$ cat src/rtl/bin_bcd_pkg.sv
// Shared types and constants for the binary-to-BCD seven-segment display path.
package bin_bcd_pkg;

   typedef enum logic [1:0] {
      IDLE  = 2'd0,
      SHIFT = 2'd1,
      DONE  = 2'd2
   } state_t;

   localparam logic [6:0] SEG_BLANK = 7'h7F;

   // Active-low {g,f,e,d,c,b,a} patterns, digit 0 in the least significant slot.
   localparam logic [69:0] SEG_LUT = {
      7'b0010000, 7'b0000000, 7'b1111000, 7'b0000010, 7'b0010010,
      7'b0011001, 7'b0110000, 7'b0100100, 7'b1111001, 7'b1000000
   };

   function automatic int bcd_width(input int digits);
      return 4 * digits;
   endfunction

   function automatic logic [6:0] seg_decode(input logic [3:0] nib);
      logic [6:0] seg;
      if (nib <= 4'd9) begin
         seg = SEG_LUT[7 * int'(nib) +: 7];
      end else begin
         seg = SEG_BLANK;
      end
      return seg;
   endfunction

endpackage

$ cat src/rtl/bin2bcd_seq.sv
// Sequential double-dabble converter; a change on bin_in while idle starts a conversion.
module bin2bcd_seq
   import bin_bcd_pkg::*;
#(
   parameter int BIN_W  = 14,
   parameter int DIGITS = 5
) (
   input  logic                           clk,
   input  logic                           rst_n,
   input  logic [BIN_W-1:0]               bin_in,
   output logic                           busy,
   output logic                           conv_done,
   output logic [bcd_width(DIGITS)-1:0]   bcd_out
);

   localparam int BCD_W = bcd_width(DIGITS);
   localparam int SR_W  = BCD_W + BIN_W;
   localparam int CNT_W = $clog2(BIN_W + 1);
   localparam logic [CNT_W-1:0] CNT_LAST = CNT_W'(BIN_W - 1);

   state_t             state_q, state_d;
   logic [BIN_W-1:0]   last_val_q, last_val_d;
   logic [SR_W-1:0]    sr_q, sr_d;
   logic [SR_W-1:0]    adj_s;
   logic [3:0]         nib_s;
   logic [CNT_W-1:0]   cnt_q, cnt_d;
   logic [BCD_W-1:0]   bcd_out_q, bcd_out_d;
   logic               busy_q, busy_d;
   logic               conv_done_q, conv_done_d;

   always_comb begin
      state_d     = state_q;
      last_val_d  = last_val_q;
      sr_d        = sr_q;
      cnt_d       = cnt_q;
      bcd_out_d   = bcd_out_q;
      conv_done_d = 1'b0;
      adj_s       = sr_q;
      nib_s       = 4'd0;

      // Add-3 correction on every BCD nibble before the shift.
      for (int i = 0; i < DIGITS; i++) begin
         nib_s = sr_q[BIN_W + 4*i +: 4];
         if (nib_s >= 4'd5) begin
            adj_s[BIN_W + 4*i +: 4] = nib_s + 4'd3;
         end else begin
            adj_s[BIN_W + 4*i +: 4] = nib_s;
         end
      end

      case (state_q)
         IDLE: begin
            if (bin_in != last_val_q) begin
               last_val_d = bin_in;
               sr_d       = {{BCD_W{1'b0}}, bin_in};
               cnt_d      = {CNT_W{1'b0}};
               state_d    = SHIFT;
            end else begin
               state_d    = IDLE;
            end
         end
         SHIFT: begin
            sr_d  = {adj_s[SR_W-2:0], 1'b0};
            cnt_d = cnt_q + CNT_W'(1);
            if (cnt_q == CNT_LAST) begin
               state_d = DONE;
            end else begin
               state_d = SHIFT;
            end
         end
         DONE: begin
            bcd_out_d   = sr_q[SR_W-1 -: BCD_W];
            conv_done_d = 1'b1;
            state_d     = IDLE;
         end
         default: begin
            state_d = IDLE;
         end
      endcase

      busy_d = (state_d == SHIFT);
   end

   always_ff @(posedge clk) begin
      if (!rst_n) begin
         state_q     <= IDLE;
         last_val_q  <= {BIN_W{1'b0}};
         sr_q        <= {SR_W{1'b0}};
         cnt_q       <= {CNT_W{1'b0}};
         bcd_out_q   <= {BCD_W{1'b0}};
         busy_q      <= 1'b0;
         conv_done_q <= 1'b0;
      end else begin
         state_q     <= state_d;
         last_val_q  <= last_val_d;
         sr_q        <= sr_d;
         cnt_q       <= cnt_d;
         bcd_out_q   <= bcd_out_d;
         busy_q      <= busy_d;
         conv_done_q <= conv_done_d;
      end
   end

   assign busy      = busy_q;
   assign conv_done = conv_done_q;
   assign bcd_out   = bcd_out_q;

endmodule

$ cat src/rtl/bin_bcd_display.sv
// Binary value to multiplexed active-low seven-segment display.
// Optional macro LEADING_ZERO_BLANK_EN blanks digits above the most significant nonzero one.
module bin_bcd_display
   import bin_bcd_pkg::*;
#(
   parameter int BIN_W    = 14,
   parameter int DIGITS   = 5,
   parameter int SCAN_DIV = 50000
) (
   input  logic                  clk,
   input  logic                  rst_n,
   input  logic [BIN_W-1:0]      bin_in,
   output logic [4*DIGITS-1:0]   bcd_out,
   output logic                  busy,
   output logic                  conv_done,
   output logic [6:0]            seg,
   output logic [DIGITS-1:0]     an
);

   localparam int CNT_W = $clog2(SCAN_DIV + 1);
   localparam int SEL_W = $clog2(DIGITS + 1);
   localparam logic [CNT_W-1:0] SCAN_LAST = CNT_W'(SCAN_DIV - 1);
   localparam logic [SEL_W-1:0] SEL_LAST  = SEL_W'(DIGITS - 1);

   logic [4*DIGITS-1:0] bcd_s;
   logic [CNT_W-1:0]    scan_cnt_q, scan_cnt_d;
   logic [SEL_W-1:0]    digit_sel_q, digit_sel_d;
   logic [6:0]          seg_q, seg_d;
   logic [DIGITS-1:0]   an_q, an_d;
   logic [3:0]          nib_s;
`ifdef LEADING_ZERO_BLANK_EN
   logic                keep_s;
`endif

   bin2bcd_seq #(
      .BIN_W  (BIN_W),
      .DIGITS (DIGITS)
   ) u_conv (
      .clk       (clk),
      .rst_n     (rst_n),
      .bin_in    (bin_in),
      .busy      (busy),
      .conv_done (conv_done),
      .bcd_out   (bcd_s)
   );

   always_comb begin
      scan_cnt_d  = scan_cnt_q;
      digit_sel_d = digit_sel_q;
      if (scan_cnt_q == SCAN_LAST) begin
         scan_cnt_d = {CNT_W{1'b0}};
         if (digit_sel_q == SEL_LAST) begin
            digit_sel_d = {SEL_W{1'b0}};
         end else begin
            digit_sel_d = digit_sel_q + SEL_W'(1);
         end
      end else begin
         scan_cnt_d = scan_cnt_q + CNT_W'(1);
      end
   end

   always_comb begin
      nib_s = 4'd0;
      an_d  = {DIGITS{1'b1}};
`ifdef LEADING_ZERO_BLANK_EN
      keep_s = (digit_sel_q == {SEL_W{1'b0}});
`endif
      for (int i = 0; i < DIGITS; i++) begin
         if (digit_sel_q == SEL_W'(i)) begin
            nib_s   = bcd_s[4*i +: 4];
            an_d[i] = 1'b0;
         end else begin
            an_d[i] = 1'b1;
         end
`ifdef LEADING_ZERO_BLANK_EN
         // A nonzero digit at or above the selected one means it is not a leading zero.
         if ((digit_sel_q <= SEL_W'(i)) && (bcd_s[4*i +: 4] != 4'd0)) begin
            keep_s = 1'b1;
         end else begin
            keep_s = keep_s;
         end
`endif
      end
`ifdef LEADING_ZERO_BLANK_EN
      if (keep_s) begin
         seg_d = seg_decode(nib_s);
      end else begin
         seg_d = SEG_BLANK;
      end
`else
      seg_d = seg_decode(nib_s);
`endif
   end

   always_ff @(posedge clk) begin
      if (!rst_n) begin
         scan_cnt_q  <= {CNT_W{1'b0}};
         digit_sel_q <= {SEL_W{1'b0}};
         seg_q       <= SEG_BLANK;
         an_q        <= {DIGITS{1'b1}};
      end else begin
         scan_cnt_q  <= scan_cnt_d;
         digit_sel_q <= digit_sel_d;
         seg_q       <= seg_d;
         an_q        <= an_d;
      end
   end

   assign bcd_out = bcd_s;
   assign seg     = seg_q;
   assign an      = an_q;

endmodule

$ cat config.mk
export PLATFORM = sky130hd
export DESIGN_NAME = bin_bcd_display
export DESIGN_NICKNAME = d
export VERILOG_FILES = /design/src/rtl/bin_bcd_pkg.sv /design/src/rtl/bin2bcd_seq.sv /design/src/rtl/bin_bcd_display.sv
export SDC_FILE = /design/constraint.sdc
export NUM_CORES = 1
export LEC_CHECK = 0
export ABC_AREA = 1
export BUFFER_PORTS_ARGS = -buffer_cell sky130_fd_sc_hd__buf_2
export CORE_ASPECT_RATIO = 1.1
export CORE_UTILIZATION = 56
export DETAILED_ROUTE_END_ITERATION = 8
export HOLD_SLACK_MARGIN = 0.02
export PLACE_DENSITY_LB_ADDON = 0.15
export SLEW_MARGIN = 20
export SYNTH_ARGS = -nofsm -noshare
export SYNTH_HDL_FRONTEND = slang
export SYNTH_HIERARCHICAL = 1
export SYNTH_SLANG_ARGS = --single-unit
$ cat constraint.sdc
create_clock -name clk -period 4.35 [get_ports clk]
set_input_delay 0.435 -clock clk [delete_from_list [all_inputs] [get_ports clk]]
set_output_delay 0.435 -clock clk [all_outputs]
set_load 0.03 [all_outputs]
==> results of run 1 <==
## final timing paths
check,end,startpoint
worst max-delay path,u_conv/cnt_q[0],u_conv/state_q[1]
worst min-delay path,u_conv/sr_q[9],bin_in[9]
worst max register to register,u_conv/cnt_q[0],u_conv/state_q[1]
worst min register to register,scan_cnt_q[0],scan_cnt_q[0]
## metal layers
layer	up-vias	track usage	routed length, microns
met5	-	0	0
met2	78	0.3916	5393
met3	12	0.03247	322
met4	0	0.08209	140
met1	2147	0.2991	5179
li1	2430	-	-
## power breakdown
group / switching (uW) / internal [uW]
sequential: 18.6 / 1010
combinational: 106 / 49.8
clock: 326 / 323
total: 451 / 1380
## cell type report
class / count / area, sq um
well taps: 117 / 146.4
flip-flops and latches: 107 / 2142
multi-input cells: 504 / 2821
fillers: 880 / 3492
clock inverters: 5 / 77.57
clock buffers: 11 / 131.4
inverters: 87 / 326.6
repair buffers: 51 / 260.3
## cells by family after synthesis
logic type	count (synthesis)
AOI/OAI and AO/OA	147
xor gates and xnor gates	7
adders and majority gates	23
buffers and inverters	116
DFF	107
and+or+nand+nor	327
## synth_stat cells, types with 7 or more instances
cell / count
nand3_1: 61
nand2_1: 125
nor2_1: 64
inv_1: 81
nor2_2: 13
dfxtp_1: 107
ha_1: 23
o21ai_0: 56
clkbuf_1: 16
o21bai_1: 13
nand3_2: 24
nand4_1: 7
a21oi_1: 69
## stage by stage
stage / setup slack (ns) / cells / hold WS, ns / total power [uW]
floorplan: 2.376 / 727 / 0.4175 / 1173
global placement: 2.119 / 866 / 0.4299 / 1199
detailed placement: 2.031 / 866 / 0.4361 / 1206
CTS: 1.990 / 882 / 0.3441 / 1847
global route: 1.778 / 882 / 0.3614 / 1908
finish: 1.990 / 882 / 0.3592 / 1832
## registers in the layout, summed over array words and instances, names as in the netlist, 2 cells and up
signal             cells
an                     5
digit_sel_q            3
scan_cnt_q            16
seg                    7
u_conv/bcd_out        20
u_conv/cnt_q           4
u_conv/last_val_q     14
u_conv/sr_q           34
u_conv/state_q         2
## critical path: cells and delay by family (launching register included)
kind / cells / cell delay (ns)
AOI/OAI and AO/OA: 2 / 0.42
buffers and inverters: 2 / 0.67
DFF: 1 / 0.35
and+or+nand+nor: 1 / 0.78
==> impl_metrics.env, run 1 <==
export IMPL_outcome="finished clean"
export IMPL_relSlewSlack=0.2945
export IMPL_clock_latency_ns=0.36
export IMPL_final_cell_area_sq_mm=0.005906
export IMPL_start_util=0.5797
export IMPL_cts_clk_slew_worst_paths_ns=0.10
export IMPL_rsz0062_at_grt="no"
export IMPL_ctsHtreeMaxLevel=3
export IMPL_cts_root_buffer="clkbuf_8"
export IMPL_final_cell_mix="nand2_1 (124), dfxtp_1 (107), inv_1 (81)"
export IMPL_required_ns=4.60
export IMPL_yosys_top_cells_area="dfxtp_1 (39%), nand2_1 (8.6%), a21oi_1 (6.3%)"
export IMPL_post_route_period_util=0.5426
export IMPL_whs_path_depth=3
export IMPL_post_dp_cell_area_sq_mm=0.005697
export IMPL_clock_path_buffers=2
export IMPL_hold_path_class="in2reg"
export IMPL_cts_resized=0
export IMPL_drtAntennaViolNets=0
export IMPL_cpMaxStageDelayCell="nand2_2"
export IMPL_fmax_mhz=423.7
export IMPL_synth_mux_area_frac=0
export IMPL_synth_edf_count=0
export IMPL_die_y_microns=105.4
export IMPL_period_needed_ns=2.360
export IMPL_final_common_cell="nand2_1"
export IMPL_hpwl_microns=7656
export IMPL_grt_usage=0.2327
export IMPL_finalHoldViolCount=0
export IMPL_tightest_slew_ns=1.055
export IMPL_rows=37
export IMPL_area_growth_pct=8.406
export IMPL_drv_cap=0
export IMPL_critPathKind="reg2reg"
export IMPL_crit_chain="inv_1 -> nand2_2 -> inv_1 -> o21ai_0 -> a21oi_2"
export IMPL_synth_top_cell_area_share=0.3932
export IMPL_ff2ff_path_depth=5
export IMPL_crit_top_cell="inv_1"
export IMPL_yosys_area_top_type="dfxtp_1"
export IMPL_synth_top_family_by_area="simple AND/OR/NAND/NOR gates"
export IMPL_async_flop_share=0
export IMPL_worst_path_largest_cell_delay_ns=0.78
export IMPL_num_antenna_cells=0
export IMPL_wirelength_microns=11040
export IMPL_wl_per_cell_microns=12.51
export IMPL_ys_warn_count=6
export IMPL_ctsHoldBuffers=0
export IMPL_netlist_area_sq_mm=0.005448
export IMPL_synth_ff_type="dfxtp_1"
export IMPL_grt_pass1_vias=4315
export IMPL_core_sq_mm=0.009398
export IMPL_postCtsSetupBuffers=0
export IMPL_synth_fa_ha_area_frac=0.05282
export IMPL_first_iter_violations=249
export IMPL_num_vias=4667
export IMPL_setup_tns_final_ns=0
export IMPL_antenna_found_initial=0
export IMPL_route_detailed_drc=0
export IMPL_rrSetupSlack_ns=1.99
export IMPL_p_leak_uw=0.002486
export IMPL_synth_simple_area_share=0.3039
export IMPL_synthCells=727
export IMPL_worst_ep_arrival_time_ns=2.61
export IMPL_syn_area_per_cell_sq_um=7.493
export IMPL_drive_gt1_frac=0.1712
export IMPL_overflow=0
export IMPL_ir_worst_vdd_mv=0.2071
export IMPL_gp_congestion=0.8450
export IMPL_die_x_microns=96.04
export IMPL_cts_tree="done"
export IMPL_cts_sinks=107
export IMPL_start_kind="flip-flop"
export IMPL_cts_buffers=9
export IMPL_fin_skew_ns=0.01183
export IMPL_ys_types=41
export IMPL_p_per_area_mw_per_mm2=310.2
export IMPL_die_area_sq_mm=0.01013
export IMPL_setup_viol=0
export IMPL_synthXorXnorAreaFrac=0.01125
export IMPL_cp_max_fo=46
export IMPL_worstSetupEndpointType="flip-flop"
export IMPL_dr_pass1_iters=5
export IMPL_synth_seq_cells=107
export IMPL_grt_first_pass_wirelength_microns=18910
export IMPL_grt_max_degree=52
export IMPL_slew_viol_final=0
export IMPL_synth_compound_area_frac=0.1481
export IMPL_io_pins=50
export IMPL_utilization=0.6284
export IMPL_via_per_inst=5.291
export IMPL_nets=799
export IMPL_syn_nets=766
export IMPL_seq_area_frac_synth=0.3932
export IMPL_place_port_buffers=49
No activity file was read; power rests on OpenSTA's default activity.
==> inputs of run 2 (changes only) <==
--- a/config.mk
+++ b/config.mk
@@ -5,10 +5,10 @@
 export SDC_FILE = /design/constraint.sdc
 export NUM_CORES = 1
 export LEC_CHECK = 0
-export ABC_AREA = 1
+export ABC_AREA = 0
 export BUFFER_PORTS_ARGS = -buffer_cell sky130_fd_sc_hd__buf_2
 export CORE_ASPECT_RATIO = 1.1
-export CORE_UTILIZATION = 56
+export CORE_UTILIZATION = 53
 export DETAILED_ROUTE_END_ITERATION = 8
 export HOLD_SLACK_MARGIN = 0.02
 export PLACE_DENSITY_LB_ADDON = 0.15
==> constraint.sdc (replaced) <==
create_clock -name clk -period 2.1 [get_ports clk]
set_input_delay 0.21 -clock clk [delete_from_list [all_inputs] [get_ports clk]]
set_output_delay 0.21 -clock clk [all_outputs]
set_load 0.03 [all_outputs]
==> impl_metrics.env, run 2 <==
export IMPL_rrSetupSlack_ns=-0.23
export IMPL_synth_mux_area_frac=0.004311
export IMPL_grt_first_pass_wirelength_microns=18200
export IMPL_cpMaxStageDelayCell="or3b_4"
export IMPL_via_per_inst=5.600
export IMPL_grt_max_degree=62
export IMPL_grt_usage=0.2418
export IMPL_first_iter_violations=233
export IMPL_crit_chain="ha_4 -> ha_4 -> or2_4 -> or3b_4 -> o2111ai_4 -> inv_2 -> ha_4 -> nor2_4 -> nor2_1 -> mux2_4 -> a21oi_2"
export IMPL_netlist_area_sq_mm=0.004933
export IMPL_hold_path_class="in2reg"
export IMPL_crit_top_cell="ha_4"
export IMPL_largest_reg_flops=34
export IMPL_dr_pass1_iters=4
export IMPL_grt_pass1_vias=3829
export IMPL_syn_area_per_cell_sq_um=8.747
export IMPL_overflow=0
export IMPL_cts_clk_slew_worst_paths_ns=0.10
export IMPL_setup_slack_ns=-0.2344
export IMPL_outcome="finished, violations left"
export IMPL_ctsHtreeMaxLevel=3
export IMPL_cts_root_buffer="clkbuf_8"
export IMPL_cts_tree="done"
export IMPL_num_antenna_cells=0
export IMPL_syn_nets=603
export IMPL_worst_ep_arrival_time_ns=2.64
export IMPL_rows=36
export IMPL_async_flop_share=0
export IMPL_yosysMostFrequentCell="dfxtp_1"
export IMPL_fillerInstances=736
export IMPL_synth_fa_ha_area_frac=0.05833
export IMPL_io_pins=50
export IMPL_register_area_sq_mm=0.002147
export IMPL_hold_slack_ns=0.09814
export IMPL_period_needed_ns=2.334
export IMPL_synth_ff_type="dfxtp_1"
export IMPL_die_area_sq_mm=0.009699
export IMPL_p_leak_uw=0.002248
export IMPL_multi_input_area_sq_mm=0.002763
export IMPL_post_route_period_util=1.112
export IMPL_yosys_area_top_type="dfxtp_1"
export IMPL_slew_viol_final=0
export IMPL_core_sq_mm=0.008964
export IMPL_fin_skew_ns=0.008103
export IMPL_wirelength_microns=11210
export IMPL_required_ns=2.41
export IMPL_ir_worst_vdd_mv=0.3082
export IMPL_place_port_buffers=49
export IMPL_antenna_found_initial=0
export IMPL_fmax_mhz=428.4
export IMPL_synthXorXnorAreaFrac=0.06569
export IMPL_start_util=0.5504
export IMPL_synth_simple_area_share=0.1948
export IMPL_die_x_microns=93.99
export IMPL_drive_gt1_frac=0.2250
export IMPL_cp_max_fo=4
export IMPL_clock_latency_ns=0.37
export IMPL_drv_cap=0
export IMPL_final_common_cell="dfxtp_1"
export IMPL_worstSetupEndpointType="flip-flop"
export IMPL_relSlewSlack=0.5604
export IMPL_route_detailed_drc=0
export IMPL_final_cell_area_sq_mm=0.005849
export IMPL_synth_top_cell_area_share=0.4342
export IMPL_wl_per_cell_microns=15.05
export IMPL_violations="negative setup slack"
export IMPL_post_dp_cell_area_sq_mm=0.005584
export IMPL_synth_edf_count=0
export IMPL_seq_area_frac_synth=0.4342
export IMPL_ys_warn_count=6
export IMPL_drtAntennaViolNets=0
export IMPL_setup_tns_final_ns=-1.217
export IMPL_nets=665
export IMPL_rsz0062_at_grt="yes"
export IMPL_clock_path_buffers=2
export IMPL_start_kind="flip-flop"
export IMPL_tightest_slew_ns=0.6578
export IMPL_place_ws_ns=-0.2203
export IMPL_die_y_microns=103.2
export IMPL_area_growth_pct=18.56
export IMPL_synthCells=564
export IMPL_p_per_area_mw_per_mm2=616.2
export IMPL_cts_buffers=9
export IMPL_ys_types=58
export IMPL_hpwl_microns=7904
export IMPL_synthTopCellsByCount="dfxtp_1 (107), nand2_1 (85), a21oi_1 (44)"
export IMPL_gp_congestion=0.8911
export IMPL_num_vias=4172
export IMPL_synth_seq_cells=107
export IMPL_top_register="u_conv/sr_q"
export IMPL_worst_path_largest_cell_delay_ns=0.40
export IMPL_finalHoldViolCount=0
export IMPL_cts_sinks=107
export IMPL_final_cell_mix="dfxtp_1 (105), nand2_1 (85), buf_2 (49)"
export IMPL_synth_top_family_by_area="compound AO/OA/AOI/OAI gates"
export IMPL_yosys_top_cells_area="dfxtp_1 (43%), nand2_1 (6.5%), ha_1 (5.8%)"
export IMPL_synth_compound_area_frac=0.1996
export IMPL_setup_viol=7
export IMPL_critPathKind="reg2reg"
[run 2: changes by cell type in the layout (fill, tap and decap cells not counted), moves of 28 or more]
cell     change
a21oi_1     -28
buf_4       +31
inv_1       -64
nand2_1     -39
o21ai_0     -36
[run 2: cells by family (layout without fill, tap and decap cells)]
group | Yosys count | after routing
and+or+nand+nor | 205 | 205
adders and majority gates | 23 | 23
buffers and inverters | 54 | 121
xor gates and xnor gates | 37 | 37
DFF | 107 | 107
muxes | 2 | 2
AOI/OAI and AO/OA | 136 | 136
[run 2: repair_timing]
| item | in CTS | in global routing |
|---|---|---|
| gates cloned | 0 | 0 |
| setup endpoints to repair | 7 | 8 |
| resized for setup | 9 | 7 |
| hold buffers | 0 | 0 |
| buffers inserted | 0 | 0 |
| pin swaps | 8 | 7 |
[run 2: area by class of cell]
| cell class | count | share of cell area |
|---|---|---|
| Clock inverter | 7 | 0.009198 |
| Multi-Input combinational cell | 403 | 0.4723 |
| Clock buffer | 9 | 0.02118 |
| Sequential cell | 107 | 0.3671 |
| Inverter | 20 | 0.01283 |
| Tap cell | 114 | 0.02439 |
| Timing Repair Buffer | 85 | 0.09305 |
[run 2: stage by stage]
stage                     power [uW]  utilization  cells
after floorplan                 2386            -    564
after global placement          2481       0.6230    729
after detailed placement        2492       0.6230    729
after CTS                       3655       0.6467    745
after global routing            3763       0.6526    745
final                           3605       0.6526    745
[run 2: power by group]
part           leakage [uW]  internal [uW]  total, uW  switching (uW)
Sequential         0.000874           2090       2130            36.6
Clock             0.0000935            440       1160             719
Combinational       0.00128            130        321             191
[run 2: path summary, 6_finish.rpt]
path,start,endpoint,cells after the start
worst max-delay path,digit_sel_q[0],seg[4],11
worst min register to register,scan_cnt_q[0],scan_cnt_q[0],1
worst max register to register,digit_sel_q[0],seg[4],11
worst min-delay path,bin_in[2],u_conv/last_val_q[2],3
[run 2: per-layer routing]
| layer | track usage | part of all wire |
|---|---|---|
| met1 | 0.3105 | 0.47 |
| met2 | 0.4043 | 0.49 |
| met3 | 0.03216 | 0.031 |
| met4 | 0.1160 | 0.016 |
| met5 | 0 | 0 |
[run 2: worst max-delay path: cells and delay by family (launching register included)]
kind	cells	cell delay, ns
AOI/OAI and AO/OA	2	0.28
adders and majority gates	3	0.48
buffers and inverters	1	0.09
DFF	1	0.38
muxes	1	0.26
and+or+nand+nor	4	0.79
